### src/rtl/rc4_pkg.sv
// Shared RC4 definitions: S-memory geometry, KSA shuffle state encoding and key byte lookup.
package rc4_pkg;

    localparam int unsigned S_DEPTH = 256;
    localparam int unsigned ADDR_W  = 8;
    localparam int unsigned DATA_W  = 8;

    typedef enum logic [3:0] {
        StIdle,
        StRdSi,
        StWaitSi,
        StCapSi,
        StRdSj,
        StWaitSj,
        StCapSj,
        StWrSi,
        StWrSj,
        StDone
    } ksa_state_t;

    // Byte 0 is the most significant byte of an n_bytes-wide key right-aligned in 64 bits.
    function automatic logic [DATA_W-1:0] key_byte(input logic [63:0]   key,
                                                   input int unsigned   n_bytes,
                                                   input logic [2:0]    idx);
        logic [63:0] shifted;
        shifted = key >> (8 * (n_bytes - 1 - 32'(idx)));
        return shifted[DATA_W-1:0];
    endfunction

endpackage

### src/rtl/counter_en.sv
// Free-running up counter with synchronous clear and increment enable.
module counter_en #(
    parameter int unsigned Width = 8
) (
    input  logic             clk_i,
    input  logic             rst_i,
    input  logic             clr_i,
    input  logic             inc_en_i,
    output logic [Width-1:0] count_o
);

    logic [Width-1:0] count_q;

    always_ff @(posedge clk_i or posedge rst_i) begin
        if (rst_i) begin
            count_q <= '0;
        end else if (clr_i) begin
            count_q <= '0;
        end else if (inc_en_i) begin
            count_q <= count_q + Width'(1);
        end
    end

    assign count_o = count_q;

endmodule

### src/rtl/ksa_shuffle_fsm.sv
// RC4 key-scheduling shuffle: for i = 0..255, j += S[i] + key[i mod KEY_BYTES], swap S[i], S[j].
module ksa_shuffle_fsm
    import rc4_pkg::*;
#(
    parameter int unsigned KEY_BYTES  = 3,
    parameter int unsigned RD_LATENCY = 1
) (
    input  logic                   clk,
    input  logic                   rst,
    input  logic                   start,
    input  logic [8*KEY_BYTES-1:0] secret_key,
    output logic [ADDR_W-1:0]      address,
    output logic [DATA_W-1:0]      data,
    output logic                   wren,
    input  logic [DATA_W-1:0]      q,
    output logic                   busy,
    output logic                   fin_strobe
);

    ksa_state_t             state_q;
    logic                   start_q;
    logic [8*KEY_BYTES-1:0] key_q;
    logic [ADDR_W-1:0]      i_q;
    logic [ADDR_W-1:0]      j_q;
    logic [2:0]             key_idx_q;
    logic [DATA_W-1:0]      si_q;
    logic [DATA_W-1:0]      sj_q;

    logic                   launch;
    logic                   i_inc;
    logic [DATA_W-1:0]      key_b;
    logic [ADDR_W-1:0]      j_sum;

    counter_en #(
        .Width    (ADDR_W)
    ) u_i_cnt (
        .clk_i    (clk),
        .rst_i    (rst),
        .clr_i    (launch),
        .inc_en_i (i_inc),
        .count_o  (i_q)
    );

    always_comb begin
        launch = (state_q == StIdle) && start && !start_q;
        i_inc  = (state_q == StWrSj);
        key_b  = key_byte(64'(key_q), KEY_BYTES, key_idx_q);
        j_sum  = j_q + q + key_b;
    end

    // Outputs are registered, so each branch sets the values seen in the state it enters.
    always_ff @(posedge clk or posedge rst) begin
        if (rst) begin
            state_q    <= StIdle;
            start_q    <= 1'b0;
            key_q      <= '0;
            j_q        <= '0;
            key_idx_q  <= '0;
            si_q       <= '0;
            sj_q       <= '0;
            address    <= '0;
            data       <= '0;
            wren       <= 1'b0;
            busy       <= 1'b0;
            fin_strobe <= 1'b0;
        end else begin
            start_q    <= start;
            data       <= '0;
            wren       <= 1'b0;
            fin_strobe <= 1'b0;
            case (state_q)
                StIdle: begin
                    address <= '0;
                    if (launch) begin
                        key_q     <= secret_key;
                        j_q       <= '0;
                        key_idx_q <= '0;
                        busy      <= 1'b1;
                        state_q   <= StRdSi;
                    end
                end
                StRdSi:   state_q <= (RD_LATENCY == 2) ? StWaitSi : StCapSi;
                StWaitSi: state_q <= StCapSi;
                StCapSi: begin
                    si_q    <= q;
                    j_q     <= j_sum;
                    address <= j_sum;
                    state_q <= StRdSj;
                end
                StRdSj:   state_q <= (RD_LATENCY == 2) ? StWaitSj : StCapSj;
                StWaitSj: state_q <= StCapSj;
                StCapSj: begin
                    sj_q    <= q;
                    address <= i_q;
                    data    <= q;
                    wren    <= 1'b1;
                    state_q <= StWrSi;
                end
                StWrSi: begin
                    address <= j_q;
                    data    <= si_q;
                    wren    <= 1'b1;
                    state_q <= StWrSj;
                end
                StWrSj: begin
                    key_idx_q <= (key_idx_q == 3'(KEY_BYTES - 1)) ? 3'd0 : key_idx_q + 3'd1;
                    if (i_q == ADDR_W'(S_DEPTH - 1)) begin
                        address    <= '0;
                        busy       <= 1'b0;
                        fin_strobe <= 1'b1;
                        state_q    <= StDone;
                    end else begin
                        address <= i_q + ADDR_W'(1);
                        state_q <= StRdSi;
                    end
                end
                StDone: begin
                    address <= '0;
                    state_q <= StIdle;
                end
                default: begin
                    address <= '0;
                    busy    <= 1'b0;
                    state_q <= StIdle;
                end
            endcase
        end
    end

endmodule
### config.mk
export PLATFORM = sky130hd
export DESIGN_NAME = ksa_shuffle_fsm
export DESIGN_NICKNAME = d
export VERILOG_FILES = /design/src/rtl/rc4_pkg.sv /design/src/rtl/counter_en.sv /design/src/rtl/ksa_shuffle_fsm.sv
export SDC_FILE = /design/constraint.sdc
export NUM_CORES = 1
export LEC_CHECK = 0
export CAP_MARGIN = 30
export CORE_MARGIN = 3
export CORE_UTILIZATION = 24
export CTS_CLUSTER_SIZE = 12
export DETAILED_ROUTE_END_ITERATION = 7
export PLACE_DENSITY = 0.46
export SLEW_MARGIN = 20
export SYNTH_ARGS = -nofsm -noshare
export SYNTH_HDL_FRONTEND = slang
export SYNTH_SLANG_ARGS = --single-unit
### constraint.sdc
create_clock -name clk -period 4.6 [get_ports clk]
set_input_delay 0.92 -clock clk [delete_from_list [all_inputs] [get_ports clk]]
set_output_delay 0.92 -clock clk [all_outputs]
set_load 0.02 [all_outputs]
After elaboration in Yosys (flattened, before gate mapping)
Cells that the tools add are included.
W data, S select, Z words.
{ "totals": {"output_inout_bits": 19, "ff_bits": 75, "elab_cells": 67} }
{ "op_classes": {"n_reduce_logical": 16, "n_mux": 19, "n_bitwise": 1, "shift": 1, "n_addsub": 5, "n_eq_ne": 13} }
{ "op_table": {"columns": ["operator", "count"], "rows": [
  ["$pmux W8 S5", 1],
  ["$mux W8", 4],
  ["$pmux W8 S2", 2],
  ["$shr A24 B32 Y8", 1],
  ["$pmux W4 S7", 1],
  ["$add A8 B8 Y8", 2],
  ["$eq A4 B3 Y1 const B", 4],
  ["$add A8 B1 Y8 const B", 1],
  ["$eq A4 B2 Y1 const B", 2],
  ["$eq A4 B4 Y1 const B", 2],
  ["$eq A8 B8 Y1 const B", 1],
  ["$mux W4", 2],
  ["$reduce_or A8 Y1", 1],
  ["$mux W3", 2],
  ["$pmux W3 S2", 1],
  ["$reduce_and A2 Y1", 3],
  ["$reduce_bool A2 Y1", 3],
  ["$reduce_or A2 Y1", 3],
  ["$mux W1", 5],
  ["$eq A4 B1 Y1 const B", 1],
  ["$logic_not A4 Y1", 1],
  ["$reduce_or A4 Y1", 1],
  ["$sub A2 B3 Y4 const A", 1],
  ["$add A3 B1 Y3 const B", 1],
  ["other kinds (8)", 9]
]} }

Longest topological paths before layout
{ "logic_depth": {"ltp_word": 5, "depth_mapped": 17, "mapped_depth_nobuf": 15} }

Cells and area by module
Synthesis repeated with hierarchy kept, for this count alone.
{ "unflattened": {"cells_unflattened": 413, "hier_area_um2": 3981.3} }
{ "modules_own_cells": {"columns": ["mod", "cells_each", "n_inst", "area_each_um2"], "rows": [
  ["ksa_shuffle_fsm", 375, 1, 3580.9],
  ["counter_en", 38, 1, 400.4]
]} }

Worst setup path before layout
Ideal clock, no wire load.
{ "synth_timing": {"kind": "flip-flop to flip-flop", "startpoint": "register key_idx_q[0]", "endpoint": "register address[7]", "setup_time_ns": 0.134, "arrival_ns": 3.605, "n_path_buf": 2, "required_ns": 4.466, "path_stages_with_launch": 17, "setup_slack_ns": 0.861, "synth_period_minus_slack_ns": 3.739, "cell_sequence": "dfrtp_1 > buf_2 > inv_1 > ha_1 > buf_2 > nor2_1 > a21oi_1 > or2_1 > fa_1 > inv_1 > ha_1 > fa_1 > a211oi_1 > o21ai_0 > a21oi_1 > xnor2_1 > o21ai_1"} }
{ "synth_between": {"elab_chain_cells": 4} }
{ "synth_rtl": {"columns": ["element", "line_no", "rtl"], "rows": [
  ["start: declaration", "ksa_shuffle_fsm.sv:25", "logic [2:0] key_idx_q;"],
  ["start signal: assignment", "ksa_shuffle_fsm.sv:106", "key_idx_q <= (key_idx_q == 3'(KEY_BYTES - 1)) ? 3'd0 : key_idx_q + 3'd1;"],
  ["$sub A2 B3 Y4", "rc4_pkg.sv:26", "shifted = key >> (8 * (n_bytes - 1 - 32'(idx)));"],
  ["$shr A24 B32 Y8", "rc4_pkg.sv:26", null],
  ["$add A8 B8 Y8", "ksa_shuffle_fsm.sv:48", "j_sum = j_q + q + key_b;"],
  ["$pmux W8 S5", "ksa_shuffle_fsm.sv:71", "case (state_q)"],
  ["end signal: assignment", "ksa_shuffle_fsm.sv:87", "address <= j_sum;"],
  ["end signal: assignment", "ksa_shuffle_fsm.sv:94", "address <= i_q;"],
  ["end signal: assignment", "ksa_shuffle_fsm.sv:100", "address <= j_q;"],
  ["end: declaration", "ksa_shuffle_fsm.sv:12", "output logic [ADDR_W-1:0] address,"]
]} }
No other way between the ends.
A chain may end at the register's enable or synchronous reset.

Worst setup path after layout
{ "layout_timing": {"startpoint": "register key_idx_q[1]", "endpoint": "register address[7]"} }
The elaborated chain is that of the path after synthesis.

==> run metrics <==
synth warn=0; ratio of cells with drive above 1 in the final layout=7.158%; setup total negative slack=0 ns; Clock Sinks=75; cell leakage power=2.336 nW; Crit Path Max Fanout=10; Post-synth EDFFs=0; synth-to-layout area growth=25.86%; Slew @ Worst Pin=0.8427 ns; clk_lat worst skew=0.34 ns; DIE WIDTH=134.7 um; Post-Syn Instances=420; most frequent cell after synthesis=nand2_1; vias in the first global route=3207; TritonCTS buffer count=9; sequential-to-total area share from yosys stat=47.18%; core area=0.01606 sq mm; # DRC=0; Core Rows=46; Hold Crit Class=flip-flop to flip-flop; Synth area leader=dfrtp_1; Via density=4.417; gr usage total=11.63%; number of post-CTS setup repair buffers=0; Final Max Tran Viols=0; Routed Wire Length=9.926 mm; top post-synthesis cells by area=dfrtp_1 (47%), nand2_1 (10%), mux2i_1 (4.5%); RSZ-0062 raised after global routing=false; outcome=finished clean; first-pass GRT wire length=16.55 mm; Post-DP HPWL=7.101 mm; Arrival @ worst endpoint=4.11 ns; Max Cap Viol=0; cell area after synthesis=0.003978 sq mm; Avg Cell Area, Syn=9.470 sq um; CTS clock-pin slew for the worst setup and hold paths=0.06 ns; Final Cycle Share=84.94%; post-synthesis cell type count=49; antenna violations before repair=0; routability cong.=0.7402; PwrDens=423.1 mW/mm^2; gr ovfl total=0; largest net degree at the start of global routing=41; routed len/inst=14.36 um; Max clock buf depth=2; routed via count=3052; CTS tree=built; ys flop type=dfrtp_1; Clock Skews=0.005557 ns; Post-CTS Hold Buffers=0; nets@finish=523; Design Power=2.118 mW; Slew HR=43.61%; Die H=134.7 um; starting density of the core=24.77%; Final Critical Period=3.907 ns; iteration-0 DRC count of the detailed router=241; Post-synth top cells=nand2_1 (107), dfrtp_1 (75), nor2_1 (42); Root Buffer=clkbuf_16; drt pass-1 iters=7; Fmax=0.2559 GHz; Routed Antenna Nets=0; peak supply drop=205.6 uV; Final Hold Vio Count=0; number of synthesized register bits=75; CP Class=flip-flop to flip-flop; Final Non-Filler Cells=691; buffers added on ports=53; crit path capture type=flip-flop; type of origin of the critical path=flip-flop; post-synth top area share=47.18%; Max H-tree Level=3; Placed Instances=675; IO Pins=54; n_diodes=0; cts repair resizes=0; Net Count, Synth=473; Req. time, crit path=4.81 ns; Final Setup Violations=0; die footprint=0.01815 sq mm; FFs w/ async S/R, synth=100.0%
[per-stage QoR]
step           setup slack (ns)  cell area, sq um  utilization (%)  hold WS (ns)
2_1_floorplan            0.8614              3978                -        0.4367
3_3_place_gp             0.7967              4712            29.34        0.4564
3_5_place_dp             0.7182              4712            29.34        0.4628
4_1_cts                  0.6777              5006            31.18        0.4781
5_1_grt                  0.3394              5006            31.18        0.4902
6_report                 0.6929              5006            31.18        0.4724
[registers in the layout, summed over array words and instances, names as in the netlist, 3 cells and up]
signal and count:
key_q 24, address 8, data 8, j_q 8, si_q 8, u_i_cnt.count_o 8
state_q 4, key_idx_q 3
[cell usage in the layout (no fill, tap or decap), types with 3 or more instances in the layout]
cell type | synthesis | layout
and3_1 | 3 | 3
mux2_1 | 5 | 5
inv_1 | 12 | 11
clkbuf_16 | 0 | 9
clkinv_2 | 0 | 3
o31ai_1 | 3 | 3
inv_2 | 2 | 3
nand3_1 | 12 | 12
a31oi_1 | 3 | 3
a21oi_1 | 11 | 11
a21o_1 | 7 | 7
buf_4 | 4 | 7
mux2i_1 | 18 | 18
xor2_1 | 4 | 4
dfrtp_1 | 75 | 75
nand2b_1 | 3 | 3
clkdlybuf4s50_1 | 0 | 53
ha_1 | 10 | 10
or3_1 | 4 | 4
o21ai_0 | 9 | 9
xnor2_1 | 6 | 6
and2_1 | 3 | 3
nor2_1 | 42 | 42
a22o_1 | 5 | 5
a222oi_1 | 3 | 3
o21ai_1 | 16 | 16
fa_1 | 8 | 8
nand2_1 | 107 | 107
[cell families after synthesis]
| logic type | synth area share (%) |
|---|---|
| buffers and inverters | 4.310 |
| adders and majority gates | 7.172 |
| AOI/OAI and AO/OA | 11.45 |
| and+or+nand+nor | 21.17 |
| DFF | 47.18 |
| xor gates and xnor gates | 2.202 |
| muxes | 6.511 |
[final timing paths]
check,start,end,slack (ns),depth (start not counted)
worst max-delay path,key_idx_q[1],address[7],0.69,13
worst min-delay path,si_q[3],si_q[3],0.47,2
min in group asynchronous,rst,data[4],0.78,2
max in group asynchronous,rst,address[0],3.06,3
worst min register to register,si_q[3],si_q[3],0.47,2
worst max register to register,key_idx_q[1],address[7],0.69,13
[area by class of cell]
type,count,area [sq um]
fillers,1669,11050
multi-input cells,310,1929
flip-flops and latches,75,1877
repair buffers,60,583.1
well taps,216,270.3
clock buffers,9,225.2
clock inverters,7,68.82
inverters,14,52.55
[critical path, stage by stage (launching register included)]
cell and delay (ns):
dfrtp_1 0.42, ha_1 0.50, nor2_1 0.41, a21oi_1 0.12, or2_1 0.26, fa_1 0.49
inv_1 0.04, ha_1 0.21, fa_1 0.42, a211oi_1 0.32, o21ai_0 0.14, a21oi_1 0.20
xnor2_1 0.17, o21ai_1 0.08
[routing by layer]
layer | global-route usage, % | part of all wire [%] | vias up
met4 | 3.394 | 1.2 | 0
met2 | 17.79 | 45 | 72
met1 | 16.21 | 50 | 1447
met3 | 3.092 | 4.1 | 12
met5 | 0 | 0 | -
li1 | - | - | 1521
[power by group]
| group | total [mW] | internal [mW] | switching (mW) |
|---|---|---|---|
| combinational | 0.639 | 0.328 | 0.311 |
| sequential | 0.784 | 0.729 | 0.0544 |
| clock | 0.695 | 0.418 | 0.277 |
Power figures use the tool's default switching activity.
